--- config.mk ---
export PLATFORM = sky130hd
export DESIGN_NAME = dec_2outof5_serial
export DESIGN_NICKNAME = d
export VERILOG_FILES = /design/src/rtl/dec_2outof5_serial.sv
export SDC_FILE = /design/constraint.sdc
export NUM_CORES = 1
export LEC_CHECK = 0
export CORE_ASPECT_RATIO = 2
export CORE_MARGIN = 5
export CORE_UTILIZATION = 45
export CTS_BUF_LIST = sky130_fd_sc_hd__clkbuf_2 sky130_fd_sc_hd__clkbuf_4 sky130_fd_sc_hd__clkbuf_8
export DETAILED_ROUTE_END_ITERATION = 10
export GPL_ROUTABILITY_DRIVEN = 0
export GPL_TIMING_DRIVEN = 0
export PLACE_DENSITY_LB_ADDON = 0.25
export SLEW_MARGIN = 20
export SYNTH_ARGS = -nofsm -noshare
export SYNTH_HDL_FRONTEND = slang
export SYNTH_SLANG_ARGS = --single-unit
--- constraint.sdc ---
create_clock -name clk -period 2.6 [get_ports clk]
set_clock_uncertainty 0.05 [all_clocks]
set_input_delay 0.52 -clock clk [delete_from_list [all_inputs] [get_ports clk]]
set_output_delay 0.52 -clock clk [all_outputs]
set_load 0.01 [all_outputs]
--- src/rtl/dec_2outof5_serial.sv ---
// dec_2outof5_serial
// Serial 2-out-of-5 (weights 7-4-2-1-0) to packed-BCD decoder. Codeword bits
// arrive MSB (weight 7) first. Each 5-bit codeword is checked for exactly two
// ones and decoded to a BCD nibble. DIGITS nibbles are assembled into one
// packed word. The word is then held for a valid/ready handshake.
//
// Ports:
//   clk        clock, rising edge
//   rst_n      synchronous active-low reset
//   in_valid_i in_bit_i carries a bit this cycle
//   in_bit_i   serial codeword bit
//   in_first_i marks bit 4 of digit 0 of a new frame
//   in_ready_o decoder accepts a bit (low only while holding a result)
//   out_valid_o frame result valid
//   out_ready_i downstream accepts the result
//   bcd_out_o  packed BCD, first received digit in the top nibble
//   err_mask_o per-digit invalid flag, first digit in the MSB
//   frame_err_o OR of err_mask_o
//   resync_o   one-cycle pulse when a partial frame was discarded
module dec_2outof5_serial #(
  parameter int DIGITS = 4
) (
  input  logic                clk,
  input  logic                rst_n,
  input  logic                in_valid_i,
  input  logic                in_bit_i,
  input  logic                in_first_i,
  output logic                in_ready_o,
  output logic                out_valid_o,
  input  logic                out_ready_i,
  output logic [4*DIGITS-1:0] bcd_out_o,
  output logic [DIGITS-1:0]   err_mask_o,
  output logic                frame_err_o,
  output logic                resync_o
);

  localparam int CW = $clog2(DIGITS + 1);
  localparam logic [CW-1:0] LAST_DIG = CW'(DIGITS - 1);

  typedef enum logic [1:0] {IDLE, SHIFT, HOLD} state_t;

  state_t              state_q, state_d;
  logic [2:0]          bit_cnt_q, bit_cnt_d;
  logic [CW-1:0]       dig_cnt_q, dig_cnt_d;
  logic [3:0]          shreg_q, shreg_d;
  logic [4*DIGITS-1:0] bcd_q, bcd_d;
  logic [DIGITS-1:0]   err_q, err_d;
  logic                resync_q, resync_d;

  logic                accept;
  logic [4:0]          dec;

  // Returns {invalid, nibble}. The weighted sum of a 2-of-5 codeword gives the
  // digit directly, except that 7+4=11 encodes zero.
  function automatic logic [4:0] decode_cw(input logic [4:0] c);
    logic [2:0] ones;
    logic [3:0] sum;
    ones = 3'(c[4]) + 3'(c[3]) + 3'(c[2]) + 3'(c[1]) + 3'(c[0]);
    sum  = (c[4] ? 4'd7 : 4'd0) + (c[3] ? 4'd4 : 4'd0) + {2'b00, c[2], c[1]};
    if (ones != 3'd2) begin
      return {1'b1, 4'hF};
    end
    if (sum == 4'd11) begin
      return 5'd0;
    end
    return {1'b0, sum};
  endfunction

  assign accept = in_valid_i && (state_q != HOLD);
  assign dec    = decode_cw({shreg_q, in_bit_i});

  // State register
  always_ff @(posedge clk) begin
    if (!rst_n) begin
      state_q   <= IDLE;
      bit_cnt_q <= '0;
      dig_cnt_q <= '0;
      shreg_q   <= '0;
      bcd_q     <= '0;
      err_q     <= '0;
      resync_q  <= 1'b0;
    end else begin
      state_q   <= state_d;
      bit_cnt_q <= bit_cnt_d;
      dig_cnt_q <= dig_cnt_d;
      shreg_q   <= shreg_d;
      bcd_q     <= bcd_d;
      err_q     <= err_d;
      resync_q  <= resync_d;
    end
  end

  // Next-state logic
  always_comb begin
    state_d   = state_q;
    bit_cnt_d = bit_cnt_q;
    dig_cnt_d = dig_cnt_q;
    shreg_d   = shreg_q;
    bcd_d     = bcd_q;
    err_d     = err_q;
    resync_d  = 1'b0;

    if (accept && in_first_i) begin
      // Start of a frame; in SHIFT this abandons whatever was collected so far.
      resync_d  = (state_q == SHIFT) && ((bit_cnt_q != 3'd0) || (dig_cnt_q != '0));
      state_d   = SHIFT;
      bit_cnt_d = 3'd1;
      dig_cnt_d = '0;
      shreg_d   = {3'b000, in_bit_i};
      bcd_d     = '0;
      err_d     = '0;
    end else if (accept && (state_q == SHIFT)) begin
      if (bit_cnt_q == 3'd4) begin
        for (int k = 0; k < DIGITS; k++) begin
          if (CW'(k) == dig_cnt_q) begin
            bcd_d[4*(DIGITS-1-k) +: 4] = dec[3:0];
            err_d[DIGITS-1-k]          = dec[4];
          end
        end
        bit_cnt_d = 3'd0;
        dig_cnt_d = dig_cnt_q + 1'b1;
        if (dig_cnt_q == LAST_DIG) begin
          state_d = HOLD;
        end
      end else begin
        shreg_d   = {shreg_q[2:0], in_bit_i};
        bit_cnt_d = bit_cnt_q + 3'd1;
      end
    end else if ((state_q == HOLD) && out_ready_i) begin
      state_d   = IDLE;
      dig_cnt_d = '0;
    end
  end

  // Outputs
  always_comb begin
    in_ready_o  = (state_q != HOLD);
    out_valid_o = (state_q == HOLD);
  end

  assign bcd_out_o   = bcd_q;
  assign err_mask_o  = err_q;
  assign frame_err_o = |err_q;
  assign resync_o    = resync_q;

endmodule

## Yosys cells after proc, flatten, opt, wreduce, memory -nomap -nowiden

Index checks and enable logic that the tools add are counted.
Widths: inputs -> output; s select.

- Register bits: 33
- Latch bits: 0
- RAM bits: 0
- Bits in read-only memories: 0
- Output and inout bits: 24
- Logic and storage cells: 88
- Memories kept: 0

- Add/sub/neg operators: 8
- Multipliers: 0
- Divide/modulo/power cells: 0
- $lt $le $gt $ge: 0
- Eq/ne operators: 15
- Shifts and indexed selects: 0
- Multiplexer cells: 23
- Bitwise logic cells: 2
- Reductions and logical operators: 24

Operator list:

| kind | number |
|---|---|
| $mux 5 | 4 |
| $mux 3 | 6 |
| $reduce_and 3->1 | 6 |
| $mux 1 | 9 |
| $ne 3x2->1 const B | 3 |
| $reduce_bool 3->1 | 3 |
| $mux 2 | 4 |
| $reduce_and 2->1 | 4 |
| $add 3x1->3 | 2 |
| $add 3x1->3 const B | 2 |
| $eq 2x3->1 const A | 2 |
| $logic_and 1x1->1 | 5 |
| $add 3x3->4 | 1 |
| $add 4x2->4 | 1 |
| $eq 4x4->1 const B | 1 |
| $ne 2x1->1 const B | 2 |
| $ne 2x2->1 const B | 2 |
| $reduce_bool 2->1 | 2 |
| $reduce_or 4->1 | 1 |
| $add 2x1->3 | 1 |
| $eq 1x3->1 const A | 1 |
| $eq 3x2->1 const B | 1 |
| $eq 3x3->1 const B | 1 |
| $logic_not 3->1 | 1 |
| 6 further kinds | 7 |

## Longest topological paths before layout

Gate-level depths: netlist of run 1.

- Depth after elaboration: 9
- Gate-level depth with buffers: 8
- Mapped depth without buffers: 8

## Worst setup path after synthesis of run 1

No wires, ideal clock.

- Kind: in2reg
- Start point: input in_bit_i
- End point: register bcd_q[3], in the netlist bcd_out_o[3]
- Arrival time: 2.541 ns
- Path slack: -0.133 ns
- Cell stages on the path: 8
- Path buffers: 0
- Path through: inv_1 fa_1 inv_1 fa_1 ha_1 or3b_2 a21oi_1 a211oi_1

- Longest elaborated chain between the ends: 4

RTL lines:

| item | line | text |
|---|---|---|
| start, declared | 26 | `input logic in_bit_i,` |
| $add 3x1->3 | 58 | `ones = 3'(c[4]) + 3'(c[3]) + 3'(c[2]) + 3'(c[1]) + 3'(c[0]);` |
| $ne 3x2->1 | 60 | `if (ones != 3'd2) begin` |
| $mux 1 | 60 |  |
| $mux 5 | 63 | `if (sum == 4'd11) begin` |
| end signal, assigned | 79 | `bcd_q <= '0;` |
| end signal, assigned | 87 | `bcd_q <= bcd_d;` |
| end, declared | 46 | `logic [4*DIGITS-1:0] bcd_q, bcd_d;` |

No other way between the ends.
A chain may end at the register's enable or synchronous reset.

## Final worst setup path of run 1

- Start point: register shreg_q[0]
- End point: register bcd_q[7], in the netlist bcd_out_o[7]

- Longest elaborated chain between the ends: 6

RTL lines:

| item | line | text |
|---|---|---|
| start, declared | 45 | `logic [3:0] shreg_q, shreg_d;` |
| start signal, assigned | 86 | `shreg_q <= shreg_d;` |
| branches (longest 5 deep; another with $add 3x1->3) | -- |  |
| $mux 5 (*) | 63 |  |

Every way passes the cells marked *. The select of a mux whose other input is x is not followed.

==> results of run 1 <==
-- power groups by stage --
stage	combinational [mW]	clock, mW	sequential, mW
6_report	0.0624	0.378	0.512
5_1_grt	0.0689	0.411	0.512
4_1_cts	0.0601	0.388	0.513
3_5_place_dp	0.0573	0	0.525
3_3_place_gp	0.0543	0	0.524
2_1_floorplan	0.0365	0	0.523
-- worst reg2reg max path, cell delays in order (launching register included) --
cell	delay [ns]
dfxtp_4	0.36
inv_2	0.04
fa_1	0.51
inv_2	0.04
fa_2	0.40
ha_4	0.28
or3b_4	0.42
a21oi_4	0.24
a211oi_2	0.11
-- cell families (layout without fill, tap and decap cells) --
logic type,Yosys count,count (layout)
AND/OR/NAND/NOR,70,70
AO/OA/AOI/OAI,37,37
flip-flops,33,33
adder cells (fa/ha/maj),14,14
XOR/XNOR,2,2
buffers and inverters,22,61
-- metrics by stage --
stage	TNS [ns]	setup slack [ns]	hold slack (ns)
after global routing	-0.305	-0.0650	0.473
after global placement	-10.02	-0.625	0.422
final	0	0.0171	0.438
after CTS	0	0.00621	0.437
after floorplan	0	0.00306	0.404
after detailed placement	-10.86	-0.657	0.426
-- final timing paths --
path / cells after the start / to / slack, ns / from
min: 2 / dig_cnt_q[2]$_SDFFE_PP0P_ / 0.44 / dig_cnt_q[2]$_SDFFE_PP0P_
max reg2reg: 8 / bcd_out_o[7]$_SDFFE_PP0P_ / 0.02 / shreg_q[0]$_SDFFE_PN0P_
min reg2reg: 2 / dig_cnt_q[2]$_SDFFE_PP0P_ / 0.44 / dig_cnt_q[2]$_SDFFE_PP0P_
max: 8 / bcd_out_o[7]$_SDFFE_PP0P_ / 0.02 / shreg_q[0]$_SDFFE_PN0P_
-- cell usage in the layout, fill, tap and decap left out, types with 3 or more instances in the layout --
cell / Yosys / layout
and3_1: 4 / 4
ha_1: 11 / 10
a211oi_1: 14 / 10
buf_4: 2 / 4
nor2_1: 25 / 23
a211oi_2: 0 / 4
a21oi_1: 12 / 11
clkbuf_8: 0 / 5
nor3_1: 4 / 4
dfxtp_1: 33 / 31
clkdlybuf4s50_1: 0 / 28
nand3_1: 5 / 5
nand2_1: 13 / 13
nand3b_1: 5 / 5
nor2_2: 2 / 3
inv_2: 0 / 3
inv_1: 15 / 12
a311oi_1: 4 / 4
-- final cells by class --
cell class / count / area, sq um
timing repair buffer: 31 / 300
buffer: 7 / 51.3
sequential: 33 / 668
tap: 48 / 60.1
clock inverter: 3 / 17.5
inverter: 15 / 56.3
fill: 296 / 1310
multi-input combinational: 123 / 888
clock buffer: 5 / 68.8
-- registers in the layout, indices dropped and copies added, names as in the netlist --
register / flops
bcd_out_o: 16
dig_cnt_q: 3
err_mask_o: 4
shreg_q: 4
bit_cnt_q: 3
resync_o: 1
state_q: 2
-- routing by layer --
metal / up-vias / GRT usage / routed length [um]
met5: - / 0 / 0
met4: 0 / 0.103 / 136
met3: 12 / 0.0429 / 175
met2: 41 / 0.372 / 2360
met1: 645 / 0.147 / 1220
li1: 693 / - / -
-- what timing repair did --
action                                  in CTS  in global routing
gates cloned                                 0                  0
setup buffers                                0                  2
pin swaps                                    4                  5
resized for setup                           15                  5
hold buffers                                 0                  0
endpoints found under the setup margin      20                  9
hold endpoints to repair                     0                  0
==> flow_summary.yaml, run 1 <==
synth:
  yosys_warnings: 0
  ys_async_sr_fraction: 0
  post-synth-top-count-cell: "dfxtp_1"
  synthTopCellsByArea: "dfxtp_1 41%, ha_1 8.6%, a211oi_1 6.6%, nor2_1 5.9%, a21oi_1 3.8%"
  yosys.area_share.adder: 0.124
  seq_area_frac_synth: 0.415
  syn_avg_cell_area_sq_um: 8.95
  yosys.area_share.simple: 0.223
  ys_ff_latch: 33
  synth_nets: 198
  yosys.area.top_type_share: 0.415
  synthMuxAreaShare: 0
  synth_compound_area_frac: 0.159
  synth_edf_count: 0
  syn_inst: 178
  ys_types: 36
  synth-xor-area-share: 0.0110
  yosysTopAreaCell: "dfxtp_1"
  yosys-top-cells-count: "33 x dfxtp_1, 25 x nor2_1, 15 x inv_1"
  synth_area_sq_um: 1590
  ys.flop_type: "dfxtp_1"
  synth_top_family_by_area: "simple AND/OR/NAND/NOR gates"
pwr:
  power_density_nw_per_um2: 451
  vdd_drop_max_uv: 302
  leakage_nw: 0.762
  clock_power_share: 0.397
  p_sw_frac: 0.247
  seqPwrFrac: 0.537
  pwr-share-comb: 0.065
  p_int_mw: 0.717
  p_switching_mw: 0.235
  p_total_mw: 0.952
clock_network:
  cts_sinks: 33
  numCtsBuffers: 5
  root_buffer: "clkbuf_8"
  clock_latency_ns: 0.29
  cts_tree: "done"
  htreeDepth: 2
  clock_path_buffers: 2
  clk_pin_slew_ns: 0.07
routing:
  num_vias: 1391
  ant_nets: 0
  viasPerCell: 5.25
  totalWireLength_mm: 3.90
  first_iter_violations: 37
  drt-pass1-iter-count: 4
  drc_errors: 0
  avgRoutedWirePerCell_um: 14.7
finish:
  fin_nets: 236
  drive_gt1_frac: 0.171
  final_util: 0.618
  n_antenna_cell: 0
  area_growth_pct: 32.5
  fin_area_sq_um: 2110
  fin_cells: 265
setup_path:
  critPathKind: "flip-flop to flip-flop"
  start_kind: "flip-flop"
  crit_top_cell: "inv_2"
  required_ns: 2.70
  crit_chain: "inv_2 -> fa_1 -> inv_2 -> fa_2 -> ha_4 -> or3b_4 -> a21oi_4 -> a211oi_2"
  cp_slowest_cell: "fa_1"
  crit_path_max_fanout: 4
  cp_slowest_stage_delay_ns: 0.51
  path_buf_inv: 2
  arrival_ns: 2.69
  cp_top_family: "adder cells"
  end_kind: "flip-flop"
floorplan:
  core_region_area_sq_um: 3420
  ios: 30
  die_x_um: 52.1
  die_y_um: 94.1
  die-area_sq_um: 4900
  start_util: 0.466
  rows: 30
global_routing:
  grt_pass1_wl_mm: 6.72
  antenna_found_initial: 0
  overflow: 0
  grt_max_degree: 12
  track_usage: 0.184
  grt_pass1_vias: 1537
timing:
  max_freq_mhz: 387
  finalHoldViolCount: 0
  worst_pin_slew_ns: 0.565
  setup_viol: 0
  rsz0062_at_grt: "true"
  period_needed_ns: 2.58
  slew_viol_final: 0
  fin_crit_sh: 0.993
  maxSlewHeadroom: 0.623
placement:
  dp_hpwl_mm: 3.03
  dp.cells: 255
  post_dp_cell_area_sq_um: 1950
  portBuffers: 29
flow_run:
  cap_violations: 0
hold_path:
  hp-class: "flip-flop to flip-flop"
status:
  status: "complete, no violations"
Power figures use the tool's default switching activity.
==> inputs of run 2 (changes only) <==
--- a/config.mk
+++ b/config.mk
@@ -12,6 +12,7 @@
 export DETAILED_ROUTE_END_ITERATION = 10
 export GPL_ROUTABILITY_DRIVEN = 0
 export GPL_TIMING_DRIVEN = 0
+export MAX_ROUTING_LAYER = met4
 export PLACE_DENSITY_LB_ADDON = 0.25
 export SLEW_MARGIN = 20
 export SYNTH_ARGS = -nofsm -noshare
==> constraint.sdc (replaced) <==
create_clock -name clk -period 3.1 [get_ports clk]
set_clock_uncertainty 0.05 [all_clocks]
set_input_delay 0.62 -clock clk [delete_from_list [all_inputs] [get_ports clk]]
set_output_delay 0.62 -clock clk [all_outputs]
set_load 0.01 [all_outputs]
==> flow_summary.yaml, run 2 (synthesis results as in run 1) <==
clock_network:
  cts_tree: "done"
  clk_pin_slew_ns: 0.07
  clock_path_buffers: 2
  htreeDepth: 2
  post-cts-setup-buffers: 0
  clock_latency_ns: 0.28
  cts_sinks: 33
  numCtsBuffers: 5
  root_buffer: "clkbuf_8"
setup_path:
  startpoint: "in_bit_i"
  crit_path_max_fanout: 4
  path_buf_inv: 3
  critPathKind: "input pin to flip-flop"
  start_kind: "input pin"
  crit_chain: "clkdlybuf4s50_1 -> inv_1 -> fa_1 -> inv_1 -> fa_1 -> ha_1 -> or3b_4 -> nor2_2 -> a211oi_1"
  cp_slowest_stage_delay_ns: 0.53
  r2r-start: "shreg_q[0]$_SDFFE_PN0P_"
  required_ns: 3.19
  cp_slowest_cell: "fa_1"
  arrival_ns: 3.09
  end_kind: "flip-flop"
  cp_top_family: "adder cells"
routing:
  ant_nets: 0
  drt-pass1-iter-count: 4
  avgRoutedWirePerCell_um: 13.7
  first_iter_violations: 24
  viasPerCell: 5.35
  num_vias: 1406
  drc_errors: 0
  totalWireLength_mm: 3.60
placement:
  dp_hpwl_mm: 2.89
  post_dp_cell_area_sq_um: 1940
  portBuffers: 29
global_routing:
  overflow: 0
  grt_pass1_vias: 1373
  track_usage: 0.169
  grt_max_degree: 12
  antenna_found_initial: 0
  grt_pass1_wl_mm: 6.06
finish:
  mostFrequentLayoutCell: "dfxtp_1"
  area_growth_pct: 32.3
  largest_register_ffs: 16
  layout_common_cells: "33 x dfxtp_1, 29 x clkdlybuf4s50_1, 23 x nor2_1"
  fin_area_sq_um: 2110
  drive_gt1_frac: 0.107
  fin_nets: 234
  n_antenna_cell: 0
pwr:
  p_switching_mw: 0.185
  leakage_nw: 0.776
  pwr-share-comb: 0.051
  p_sw_frac: 0.194
  p_int_mw: 0.767
  seqPwrFrac: 0.452
  vdd_drop_max_uv: 314
  power_density_nw_per_um2: 452
  clock_power_share: 0.497
timing:
  maxSlewHeadroom: 0.648
  slew_viol_final: 0
  setup_viol: 0
  rsz0062_at_grt: "false"
  fin_crit_sh: 0.967
  whs_ns: 0.448
  finalHoldViolCount: 0
  period_needed_ns: 3.00
  max_freq_mhz: 334
  worst_pin_slew_ns: 0.525
floorplan:
  rows: 30
  start_util: 0.466
  die_x_um: 52.1
  ios: 30
  die_y_um: 94.1
  die-area_sq_um: 4900
  core_region_area_sq_um: 3420
flow_run:
  cap_violations: 0
hold_path:
  hp-class: "flip-flop to flip-flop"
  min_from: "bcd_out_o[9]$_SDFFE_PP0P_"
status:
  status: "complete, no violations"
-- run 2: changes by cell type in the layout (fill, tap and decap cells not counted), sizes merged --
| cell | change |
|---|---|
| clkdlybuf4s50 | +1 |
| buf | -2 |
| clkbuf | -1 |
| clkinvlp | -1 |
| clkinv | -1 |
| bufinv | +2 |
-- run 2: layer usage --
layer	up-vias	track usage	part of all wire
met3	17	0.0413	0.042
met1	657	0.149	0.34
li1	688	-	-
met5	-	-	0
met4	0	0.0963	0.043
met2	44	0.309	0.57
-- run 2: per-stage QoR --
| stage | TNS (ns) | total power, mW | std cells | setup slack [ns] | util |
|---|---|---|---|---|---|
| floorplan | 0 | 0.469 | 178 | 0.267 | - |
| global placement | -6.91 | 0.484 | 255 | -0.489 | 0.569 |
| detailed placement | -7.49 | 0.485 | 255 | -0.525 | 0.569 |
| CTS | -0.0160 | 0.962 | 263 | -0.00763 | 0.614 |
| global route | 0 | 0.992 | 263 | 0.0115 | 0.617 |
| finish | 0 | 0.951 | 263 | 0.102 | 0.617 |
-- run 2: final timing paths --
| path | endpoint | slack (ns) | cells past startpoint |
|---|---|---|---|
| worst max-delay path | bcd_out_o[2]$_SDFFE_PP0P_ | 0.10 | 9 |
| worst min-delay path | bcd_out_o[9]$_SDFFE_PP0P_ | 0.45 | 2 |
| worst max register to register | bcd_out_o[2]$_SDFFE_PP0P_ | 0.52 | 8 |
| worst min register to register | bcd_out_o[9]$_SDFFE_PP0P_ | 0.45 | 2 |
-- run 2: tightest hold or removal path, cell delays in order (launching register included) --
cell and delay [ns]:
dfxtp_1 0.31, nor2_1 0.09, a311oi_1 0.05
-- run 2: final cells by class --
cell class	count	area, sq um
fillers	295	1310
multi-input cells	123	855
flip-flops and latches	33	661
repair buffers	29	290
clock buffers	5	68.8
clock inverters	3	65.1
well taps	48	60.1
inverters	15	56.3
plain buffers	7	51.3
-- run 2: power groups by stage --
stage                     Clock, mW  Sequential, mW  Combinational (mW)
after global routing          0.507           0.431              0.0540
final                         0.473           0.430              0.0482
after floorplan                   0           0.439              0.0295
after global placement            0           0.440              0.0442
after CTS                     0.485           0.430              0.0468
after detailed placement          0           0.440              0.0454
-- run 2: timing repair --
action,in CTS,in global routing
gates resized for setup,4,3
endpoints found under the setup margin,17,14
pin swaps,0,0
hold buffers,0,0
